File: src/rtl/input_debounce_sync_pkg.sv
`default_nettype none
// ============================================================================
// Module   : input_debounce_sync_pkg
// Brief    : Shared defaults and sizing helper for the input debounce slice.
// Revision : 1.0
// ============================================================================
package input_debounce_sync_pkg;

    localparam int SYNC_STAGES_DEF     = 2;
    localparam int DEBOUNCE_CYCLES_DEF = 16;

    // Counter only ever holds 0..cycles-1, so one bit fewer than a full count.
    function automatic int min_cnt_w(input int cycles);
        return (cycles <= 2) ? 1 : $clog2(cycles);
    endfunction

endpackage
`default_nettype wire

File: src/rtl/input_debounce_sync_sync_chain.sv
`default_nettype none
// ============================================================================
// Module   : sync_chain
// Brief    : Plain N-flop synchronizer with async active-high reset.
// Revision : 1.0
// ============================================================================
module sync_chain #(
    parameter int   SYNC_STAGES = 2,
    parameter logic RESET_VAL   = 1'b0
) (
    input  logic clk,
    input  logic rst,
    input  logic i_d,
    output logic o_s
);

    logic [SYNC_STAGES-1:0] r_chain;

    // No logic between stages: each flop only sees the previous flop.
    always_ff @(posedge clk or posedge rst) begin
        if (rst) begin
            r_chain <= {SYNC_STAGES{RESET_VAL}};
        end else begin
            r_chain <= {r_chain[SYNC_STAGES-2:0], i_d};
        end
    end

    assign o_s = r_chain[SYNC_STAGES-1];

endmodule
`default_nettype wire

File: src/rtl/input_debounce_sync.sv
`default_nettype none
// ============================================================================
// Module   : input_debounce_sync
// Brief    : Synchronizes and debounces one async input; level + edge pulses.
// Revision : 1.0
// ============================================================================
module input_debounce_sync
    import input_debounce_sync_pkg::*;
#(
    parameter int   SYNC_STAGES     = SYNC_STAGES_DEF,
    parameter int   DEBOUNCE_CYCLES = DEBOUNCE_CYCLES_DEF,
    parameter int   CNT_W           = 8,
    parameter logic RESET_VAL       = 1'b0
) (
    input  logic CLK,
    input  logic RST,
    input  logic D,
    input  logic EN,
    output logic Q,
    output logic RISE,
    output logic FALL,
    output logic BUSY
);

    localparam logic             c_ST_STABLE  = 1'b0;
    localparam logic             c_ST_PENDING = 1'b1;
    localparam logic [CNT_W-1:0] c_CNT_LAST   = CNT_W'(DEBOUNCE_CYCLES - 1);

    logic             w_s;
    logic             w_state;
    logic             r_q;
    logic [CNT_W-1:0] r_cnt;
    logic             r_rise;
    logic             r_fall;
    logic             w_q_nxt;
    logic [CNT_W-1:0] w_cnt_nxt;
    logic             w_rise_nxt;
    logic             w_fall_nxt;

    sync_chain #(
        .SYNC_STAGES (SYNC_STAGES),
        .RESET_VAL   (RESET_VAL)
    ) u_sync (
        .clk (CLK),
        .rst (RST),
        .i_d (D),
        .o_s (w_s)
    );

    // The state is implied by the mismatch between synchronized input and Q.
    assign w_state = (w_s != r_q) ? c_ST_PENDING : c_ST_STABLE;

    always_ff @(posedge CLK or posedge RST) begin
        if (RST) begin
            r_q    <= RESET_VAL;
            r_cnt  <= '0;
            r_rise <= 1'b0;
            r_fall <= 1'b0;
        end else begin
            r_q    <= w_q_nxt;
            r_cnt  <= w_cnt_nxt;
            r_rise <= w_rise_nxt;
            r_fall <= w_fall_nxt;
        end
    end

    always_comb begin
        w_q_nxt    = r_q;
        w_cnt_nxt  = r_cnt;
        w_rise_nxt = 1'b0;
        w_fall_nxt = 1'b0;
        if (EN) begin
            if (w_state == c_ST_STABLE) begin
                w_cnt_nxt = '0;
            end else if (r_cnt == c_CNT_LAST) begin
                w_q_nxt    = w_s;
                w_cnt_nxt  = '0;
                w_rise_nxt = w_s;
                w_fall_nxt = ~w_s;
            end else begin
                w_cnt_nxt = r_cnt + CNT_W'(1);
            end
        end
    end

    assign Q    = r_q;
    assign RISE = r_rise;
    assign FALL = r_fall;
    assign BUSY = (w_state == c_ST_PENDING);

endmodule
`default_nettype wire

File: config.mk
export PLATFORM = sky130hd
export DESIGN_NAME = input_debounce_sync
export DESIGN_NICKNAME = d
export VERILOG_FILES = /design/src/rtl/input_debounce_sync_pkg.sv /design/src/rtl/input_debounce_sync_sync_chain.sv /design/src/rtl/input_debounce_sync.sv
export SDC_FILE = /design/constraint.sdc
export NUM_CORES = 1
export LEC_CHECK = 0
export BUFFER_PORTS_ARGS = -buffer_cell sky130_fd_sc_hd__buf_4
export CORE_MARGIN = 4
export CORE_UTILIZATION = 43
export CTS_BUF_LIST = sky130_fd_sc_hd__clkbuf_2 sky130_fd_sc_hd__clkbuf_4 sky130_fd_sc_hd__clkbuf_8
export DETAILED_ROUTE_END_ITERATION = 8
export SLEW_MARGIN = 10
export SYNTH_ARGS = -nofsm -noshare
export SYNTH_HDL_FRONTEND = slang
export SYNTH_SLANG_ARGS = --single-unit
export TNS_END_PERCENT = 50
File: constraint.sdc
create_clock -name CLK -period 2.1 [get_ports CLK]
set_input_delay 0.21 -clock CLK [delete_from_list [all_inputs] [get_ports CLK]]
set_output_delay 0.21 -clock CLK [all_outputs]
set_load 0.005 [all_outputs]
# --- After elaboration in Yosys (flattened, before gate mapping) ---
# Index checks and enable logic that the tools add are counted.
totals:
  in_bits: 4
  regBits: 13
  wordCells: 19
  out_inout_bits: 4
op_classes:
  n_mux: 9
  eq_ne: 2
  addsub: 1
  n_reduce_logical: 1
  bitwise: 1
ops:
  columns: ["op", "count"]
  rows:
  - ["$mux 8", 2]
  - ["$add 8x1->8 const B", 1]
  - ["$eq 8x4->1 const B", 1]
  - ["$mux 1", 7]
  - ["$reduce_and 3->1", 1]
  - ["$ne 1x1->1", 1]
  - ["$not 1->1", 1]

# --- Depth between registers and ports, before layout ---
# Gate-level depths: netlist (run 1).
logic_depth:
  depth_word: 4
  ltp_mapped: 5
  mapped_depth_nobuf: 5

# --- Modules after synthesis ---
# Synthesis (run 1) repeated with hierarchy kept, for this count alone.
unflattened:
  cells_unflattened: 59
  hier_area_um2: 618.1
by_module_without_submodules:
  columns: ["module", "seq_area_each_um2", "area_each_um2", "instances", "cells_each"]
  rows:
  - ["input_debounce_sync", 275.3, 564.3, 1, 56]
  - ["sync_chain", 50.0, 53.8, 1, 3]

# --- Worst setup path after synthesis (run 1) ---
# OpenSTA, ideal clock, no wires.
synth_path:
  kind: "register -> register"
  startpoint: "register r_cnt[0]"
  endpoint: "register r_cnt[7]"
  t_arrival_ns: 1.393
  required_ns: 2.018
  n_path_buf: 0
  setup_slack_ns: 0.625
  synth_period_minus_slack_ns: 1.475
  path_stages_with_launch: 6
  setup_ns: 0.082
  cell_sequence: "dfrtp_1 -> ha_1 -> and3_1 -> a211oi_2 -> o21ai_1 -> a31oi_1"
synth_via:
  elab_chain_len: 3
  word_cells_on_any_way: 4
  classes_between: "add/sub (1); eq/ne (1); mux (2)"
synth_rtl:
  columns: ["element", "line", "source"]
  rows:
  - ["start: declaration", "input_debounce_sync.sv:32", "logic [CNT_W-1:0] r_cnt;"]
  - ["start signal: assignment", "input_debounce_sync.sv:61", "r_cnt <= w_cnt_nxt;"]
  - ["$add 8x1->8 or $eq 8x4->1 (tied branches)", "input_debounce_sync.sv:81, input_debounce_sync.sv:75", null]
  - ["$mux 8 (*)", "input_debounce_sync.sv:75", "end else if (r_cnt == c_CNT_LAST) begin"]
  - ["$mux 8 (*)", "input_debounce_sync.sv:73", "if (w_state == c_ST_STABLE) begin"]
# Mark *: on every way between the ends. The rest lies on a longest branch, timed or not.
# A chain may end at the register's enable or synchronous reset.

# --- Final worst setup path (run 1) ---
# Same ends and word-level chain as after synthesis.

==> results of run 1 <==
## synth_stat cells, drive strengths merged
master	n
mux2	1
o21ai	4
mux2i	1
a211oi	1
a32o	1
dfrtp	13
and3	2
nor3b	2
a31oi	2
nand2	7
a21oi	2
o2bb2ai	2
nor4	1
nand4	1
nand3	4
inv	3
nor2	4
ha	1
a22o	1
xnor2	3
## per-layer routing
layer	vias up	part of all wire [%]
met2	11	42
met4	0	0.87
met3	2	6.8
met1	203	50
met5	-	0
li1	229	-
## where the power goes
group	total (mW)	switching [mW]	internal [mW]
clock network	0.159	0.0727	0.0866
registers	0.272	0.0114	0.260
logic	0.0374	0.0209	0.0164
total	0.468	0.105	0.363
## how the worst max path moves through the flow
stage | endpoint | slack [ns] | cells after the start
finish | r_cnt[7]$_DFFE_PP0P_ | 0.50 | 5
global route | r_cnt[3]$_DFFE_PP0P_ | 0.37 | 5
CTS | r_cnt[7]$_DFFE_PP0P_ | 0.50 | 5
detailed placement | r_cnt[7]$_DFFE_PP0P_ | 0.53 | 5
global placement | r_cnt[7]$_DFFE_PP0P_ | 0.56 | 5
floorplan | r_cnt[7]$_DFFE_PP0P_ | 0.62 | 5
## layout make-up
| cell class | count | share of cell area, % |
|---|---|---|
| sequential | 13 | 45.1 |
| multi-input combinational | 40 | 37.8 |
| timing repair buffer | 8 | 8.68 |
| clock buffer | 4 | 4.17 |
| tap | 15 | 2.60 |
| inverter | 3 | 1.56 |
## worst max-delay path: stages, from the launching register on
cell	delay, ns
dfrtp_1	0.42
ha_1	0.25
and3_1	0.25
a211oi_2	0.32
o21ai_1	0.12
a31oi_1	0.17
## through the flow
step | setup slack, ns | power (mW) | instances | hold WS, ns | utilization (%)
5_1_grt | 0.373 | 0.495 | 83 | 0.0199 | 54.7
3_3_place_gp | 0.557 | 0.312 | 78 | 0.263 | 51.7
3_5_place_dp | 0.528 | 0.313 | 78 | 0.258 | 51.7
2_1_floorplan | 0.625 | 0.297 | 56 | 0.0870 | -
6_report | 0.504 | 0.468 | 83 | 0.0387 | 54.7
4_1_cts | 0.503 | 0.474 | 83 | 0.0350 | 54.7
## cells by family (layout without fill, tap and decap cells)
kind of cell	after synthesis	count (layout)	share of synthesized area [%]
compound gates	13	13	15.0
buf+inv	3	15	1.85
mux	2	2	3.49
xor+xnor	3	3	4.31
flops	13	13	53.4
simple gates	21	21	19.9
fa+ha+maj	1	1	2.05
## state kept, by name, summed over array words and instances (netlist names)
name and count:
Q 1, RISE 1, u_sync.r_chain 2, FALL 1, r_cnt 8
==> results.py, run 1 <==
metrics = {
    "route": {
        "via_count": 445,
        "routed_via_density": 5.36,
        "drt_iter0_drc": 12,
        "drtAntennaViolNets": 0,
        "dr.pass1.iters": 4,
        "route.detailed.drc": 0,
        "wirelength_mm": 1.04,
        "avgRoutedWirePerCell_um": 12.5,
    },
    "worst_setup_path": {
        "reg2reg_to": "r_cnt[7]$_DFFE_PP0P_",
        "startpoint_type": "flip-flop",
        "cp_max_fo": 5,
        "cp.arrival_ns": 1.79,
        "crit_path_end_kind": "flip-flop",
        "crit_start": "r_cnt[0]$_DFFE_PP0P_",
        "r2r.worst_path.cells": 5,
        "reg2reg_slack_ns": 0.50,
        "required_ns": 2.30,
        "worstReg2RegStart": "r_cnt[0]$_DFFE_PP0P_",
        "path_class": "flip-flop to flip-flop",
    },
    "timing": {
        "hold_violations": 0,
        "rsz0062_at_grt": "false",
        "setup_violations": 0,
        "fmaxAchievable_mhz": 627,
        "period_needed_ns": 1.60,
        "skew_ns": 0.00295,
        "tightest_slew_ns": 0.513,
        "slew_headroom_pct": 65.6,
        "fin_crit_sh_pct": 76.0,
        "report.final.slew_viol_count": 0,
        "setup_tns_ns": 0,
    },
    "clocking": {
        "ctsHoldBuffers": 1,
        "clkTransAtPathRegs_ns": 0.07,
        "clk_latency_ns": 0.27,
        "cts_root_buf": "clkbuf_4",
        "cts_tree": "done",
        "cts_made_buffers": 3,
        "clk_path_buf_depth": 2,
        "cts_max_level": 1,
        "post_cts_buffers": 0,
        "cts_resized": 0,
        "clock_sinks": 13,
    },
    "worst_hold_path": {
        "min_from": "D",
        "worstHoldPathCells": 1,
        "hp-class": "primary input to flip-flop",
        "whs_endpoint": "u_sync.r_chain[0]$_DFF_PP0_",
    },
    "pwr": {
        "ir_worst_vdd_uv": 467,
        "leakagePower_nw": 0.331,
        "power_density_mw_per_mm2": 650,
    },
    "global_routing": {
        "top_usage_layer": "met2",
        "grt_pass1_vias": 394,
        "grt_pass1_wl_mm": 1.71,
        "met1_usage_pct": 15.0,
        "grt_max_degree": 14,
        "grt_overflow": 0,
        "met3_usage_pct": 5.93,
        "antenna_found_initial": 0,
        "grt_use_total_pct": 12.0,
        "use_met2_pct": 17.3,
    },
    "floorplanning": {
        "ios": 8,
        "die_w_um": 45.6,
        "dieHeight_um": 45.6,
        "rows": 13,
        "core_area_mm2": 0.00132,
        "die_area_mm2": 0.00208,
        "start_util_pct": 46.2,
    },
    "yosys": {
        "synth_top_area_share_pct": 53.4,
        "synth_top_cell_by_area": "dfrtp_1",
        "synth-seq-area-share_pct": 53.4,
        "synth_area_um2": 609,
        "yosys_warnings": 0,
        "synth-seq-cells": 13,
        "synth_cell_types": 22,
        "yosys-top-cells-area": "dfrtp_1 53%, nand2_1 4.3%, xnor2_1 4.3%, nor4_4 3.5%, o2bb2ai_1 2.9%",
        "avgSynthCellArea_um2": 10.9,
        "synthCells": 56,
        "synth_nets": 61,
    },
    "cells_and_area": {
        "layout_common_cells": "13 x dfrtp_1, 7 x nand2_1, 7 x buf_4, 4 x nor2_1, 4 x clkbuf_4",
        "multiInputGateArea_um2": 273,
        "layout_commonest_cell": "dfrtp_1",
        "n_fill_cell": 114,
        "nets": 74,
        "layout-drive-gt1-share_pct": 20.6,
        "seqCellArea_um2": 325,
        "area_delta_synth_final_pct": 18.3,
        "final_cell_area_um2": 721,
        "antenna_cells": 0,
    },
    "place": {
        "placed_cell_area_um2": 681,
        "io_buffers": 7,
        "routabilityCongestion": 0.772,
        "place_hpwl_um": 786,
    },
    "status": {
        "status": "completed",
    },
    "job": {
        "max-cap-violations": 0,
    },
}
Note: power is estimated with default switching activity, not from simulation.
==> inputs of run 2 (changes only) <==
clock period = 1.6 ns   (was 2.1 ns; I/O delays follow)
==> results.py, run 2 (same netlist as run 1, synthesis figures left out) <==
metrics = {
    "status": {
        "status": "completed",
    },
    "cells_and_area": {
        "seqCellArea_um2": 325,
        "nets": 78,
        "final_util_pct": 58.7,
        "layout_commonest_cell": "dfrtp_1",
        "antenna_cells": 0,
        "layout_common_cells": "13 x dfrtp_1, 10 x buf_4, 7 x nand2_1, 4 x nor2_1, 4 x clkbuf_4",
        "largestRegisters": "r_cnt (8), u_sync.r_chain (2)",
        "layout-drive-gt1-share_pct": 26.4,
        "area_delta_synth_final_pct": 26.9,
        "largest_register_ffs": 8,
        "n_fill_cell": 110,
        "regMostFlops": "r_cnt",
        "multiInputGateArea_um2": 293,
    },
    "global_routing": {
        "antenna_found_initial": 0,
        "grt_max_degree": 14,
        "grt_overflow": 0,
        "grt_pass1_vias": 461,
        "grt_use_total_pct": 14.4,
        "grt_pass1_wl_mm": 2.08,
    },
    "worst_setup_path": {
        "startpoint_type": "flip-flop",
        "crit_buf_inv": 0,
        "crit_path_end_kind": "flip-flop",
        "path_class": "flip-flop to flip-flop",
        "cp_max_fo": 5,
        "cpLargestDelayFamily": "simple AND/OR/NAND/NOR gates",
        "slowest_delay_ns": 0.46,
        "cpMaxStageDelayCell": "dfrtp_1",
        "cp.arrival_ns": 1.65,
        "path_cells": "nor4_4 > nand3_2 > mux2_1",
        "required_ns": 1.76,
    },
    "timing": {
        "skew_ns": 0.000319,
        "report.final.slew_viol_count": 0,
        "tightest_slew_ns": 0.489,
        "setup_violations": 0,
        "fin_crit_sh_pct": 93.5,
        "hold_violations": 0,
        "slew_headroom_pct": 67.3,
        "rsz0062_at_grt": "true",
        "fin_ws_ns": 0.103,
        "period_needed_ns": 1.50,
        "fmaxAchievable_mhz": 668,
    },
    "place": {
        "io_buffers": 7,
        "pre_cts_ws_ns": 0.0584,
        "routabilityCongestion": 0.766,
        "place_hpwl_um": 822,
    },
    "clocking": {
        "post_cts_buffers": 0,
        "cts_root_buf": "clkbuf_4",
        "clk_latency_ns": 0.27,
        "clk_path_buf_depth": 2,
        "cts_made_buffers": 3,
        "cts_max_level": 1,
        "clock_sinks": 13,
        "cts_tree": "done",
        "clkTransAtPathRegs_ns": 0.07,
    },
    "pwr": {
        "swShare_pct": 23.0,
        "pwr-share-clk_pct": 33.7,
        "ir_worst_vdd_uv": 486,
        "seqPwrFrac_pct": 56.2,
        "switchingPower_mw": 0.145,
        "leakagePower_nw": 0.355,
        "power_density_mw_per_mm2": 816,
        "p_int_mw": 0.486,
        "combPwrFrac_pct": 10.1,
    },
    "floorplanning": {
        "dieHeight_um": 45.6,
        "start_util_pct": 46.2,
        "rows": 13,
        "die_w_um": 45.6,
        "die_area_mm2": 0.00208,
        "ios": 8,
        "core_area_mm2": 0.00132,
    },
    "route": {
        "routed_via_density": 5.29,
        "drt_iter0_drc": 14,
        "drtAntennaViolNets": 0,
        "route.detailed.drc": 0,
        "wirelength_mm": 1.16,
        "avgRoutedWirePerCell_um": 13.4,
        "dr.pass1.iters": 4,
        "via_count": 460,
    },
    "worst_hold_path": {
        "hp-class": "primary input to flip-flop",
    },
    "job": {
        "max-cap-violations": 0,
    },
}
run 2: changes by cell type in the layout (fill, tap and decap cells not counted), sizes merged:
cell,previous run,this run
buf,7,10
dlygate4sd3,1,2
run 2: path summary, 6_finish.rpt:
path | depth (start not counted) | to | slack (ns) | from
max in group asynchronous | 3 | u_sync.r_chain[1]$_DFF_PP0_ | 0.81 | RST
setup reg to reg | 3 | Q$_DFFE_PP0P_ | 0.10 | r_cnt[5]$_DFFE_PP0P_
hold reg to reg | 0 | u_sync.r_chain[1]$_DFF_PP0_ | 0.35 | u_sync.r_chain[0]$_DFF_PP0_
setup / recovery | 3 | Q$_DFFE_PP0P_ | 0.10 | r_cnt[5]$_DFFE_PP0P_
hold / removal | 2 | r_cnt[7]$_DFFE_PP0P_ | 0.14 | EN
min in group asynchronous | 3 | RISE$_DFF_PP0_ | 0.46 | RST
run 2: per-stage QoR:
stage	hold slack (ns)	TNS [ns]	std cells	area [um^2]	total power, mW
floorplan	0.0370	0	56	609	0.390
global placement	0.209	0	81	703	0.418
detailed placement	0.216	0	81	703	0.418
CTS	0.123	0	87	753	0.642
global route	0.138	-0.00571	87	773	0.672
finish	0.135	0	87	773	0.631
run 2: power groups by stage:
stage	clock network [mW]	registers [mW]	logic, mW
finish	0.213	0.355	0.0636
global route	0.241	0.359	0.0721
CTS	0.226	0.354	0.0615
detailed placement	0	0.361	0.0572
global placement	0	0.360	0.0575
floorplan	0	0.359	0.0313
run 2: repair_timing:
item                                    CTS  global route
hold buffers                              2             0
resized for setup                         0             4
endpoints found under the setup margin    0             3
endpoints found under the hold margin    14             0
run 2: layout make-up:
| cell class | instances | area share, % |
|---|---|---|
| timing repair buffer | 12 | 12.3 |
| clock buffer | 4 | 3.88 |
| tap | 15 | 2.43 |
| inverter | 3 | 1.46 |
| sequential | 13 | 42.1 |
| multi-input combinational | 40 | 37.9 |
run 2: layer usage:
metal | part of all wire [%] | vias to the layer above | track usage (%)
met4 | 2.6 | 0 | 8.77
met1 | 50 | 211 | 19.4
met3 | 4.8 | 5 | 4.74
met5 | 0 | - | 0
met2 | 42 | 11 | 19.8
li1 | - | 233 | -
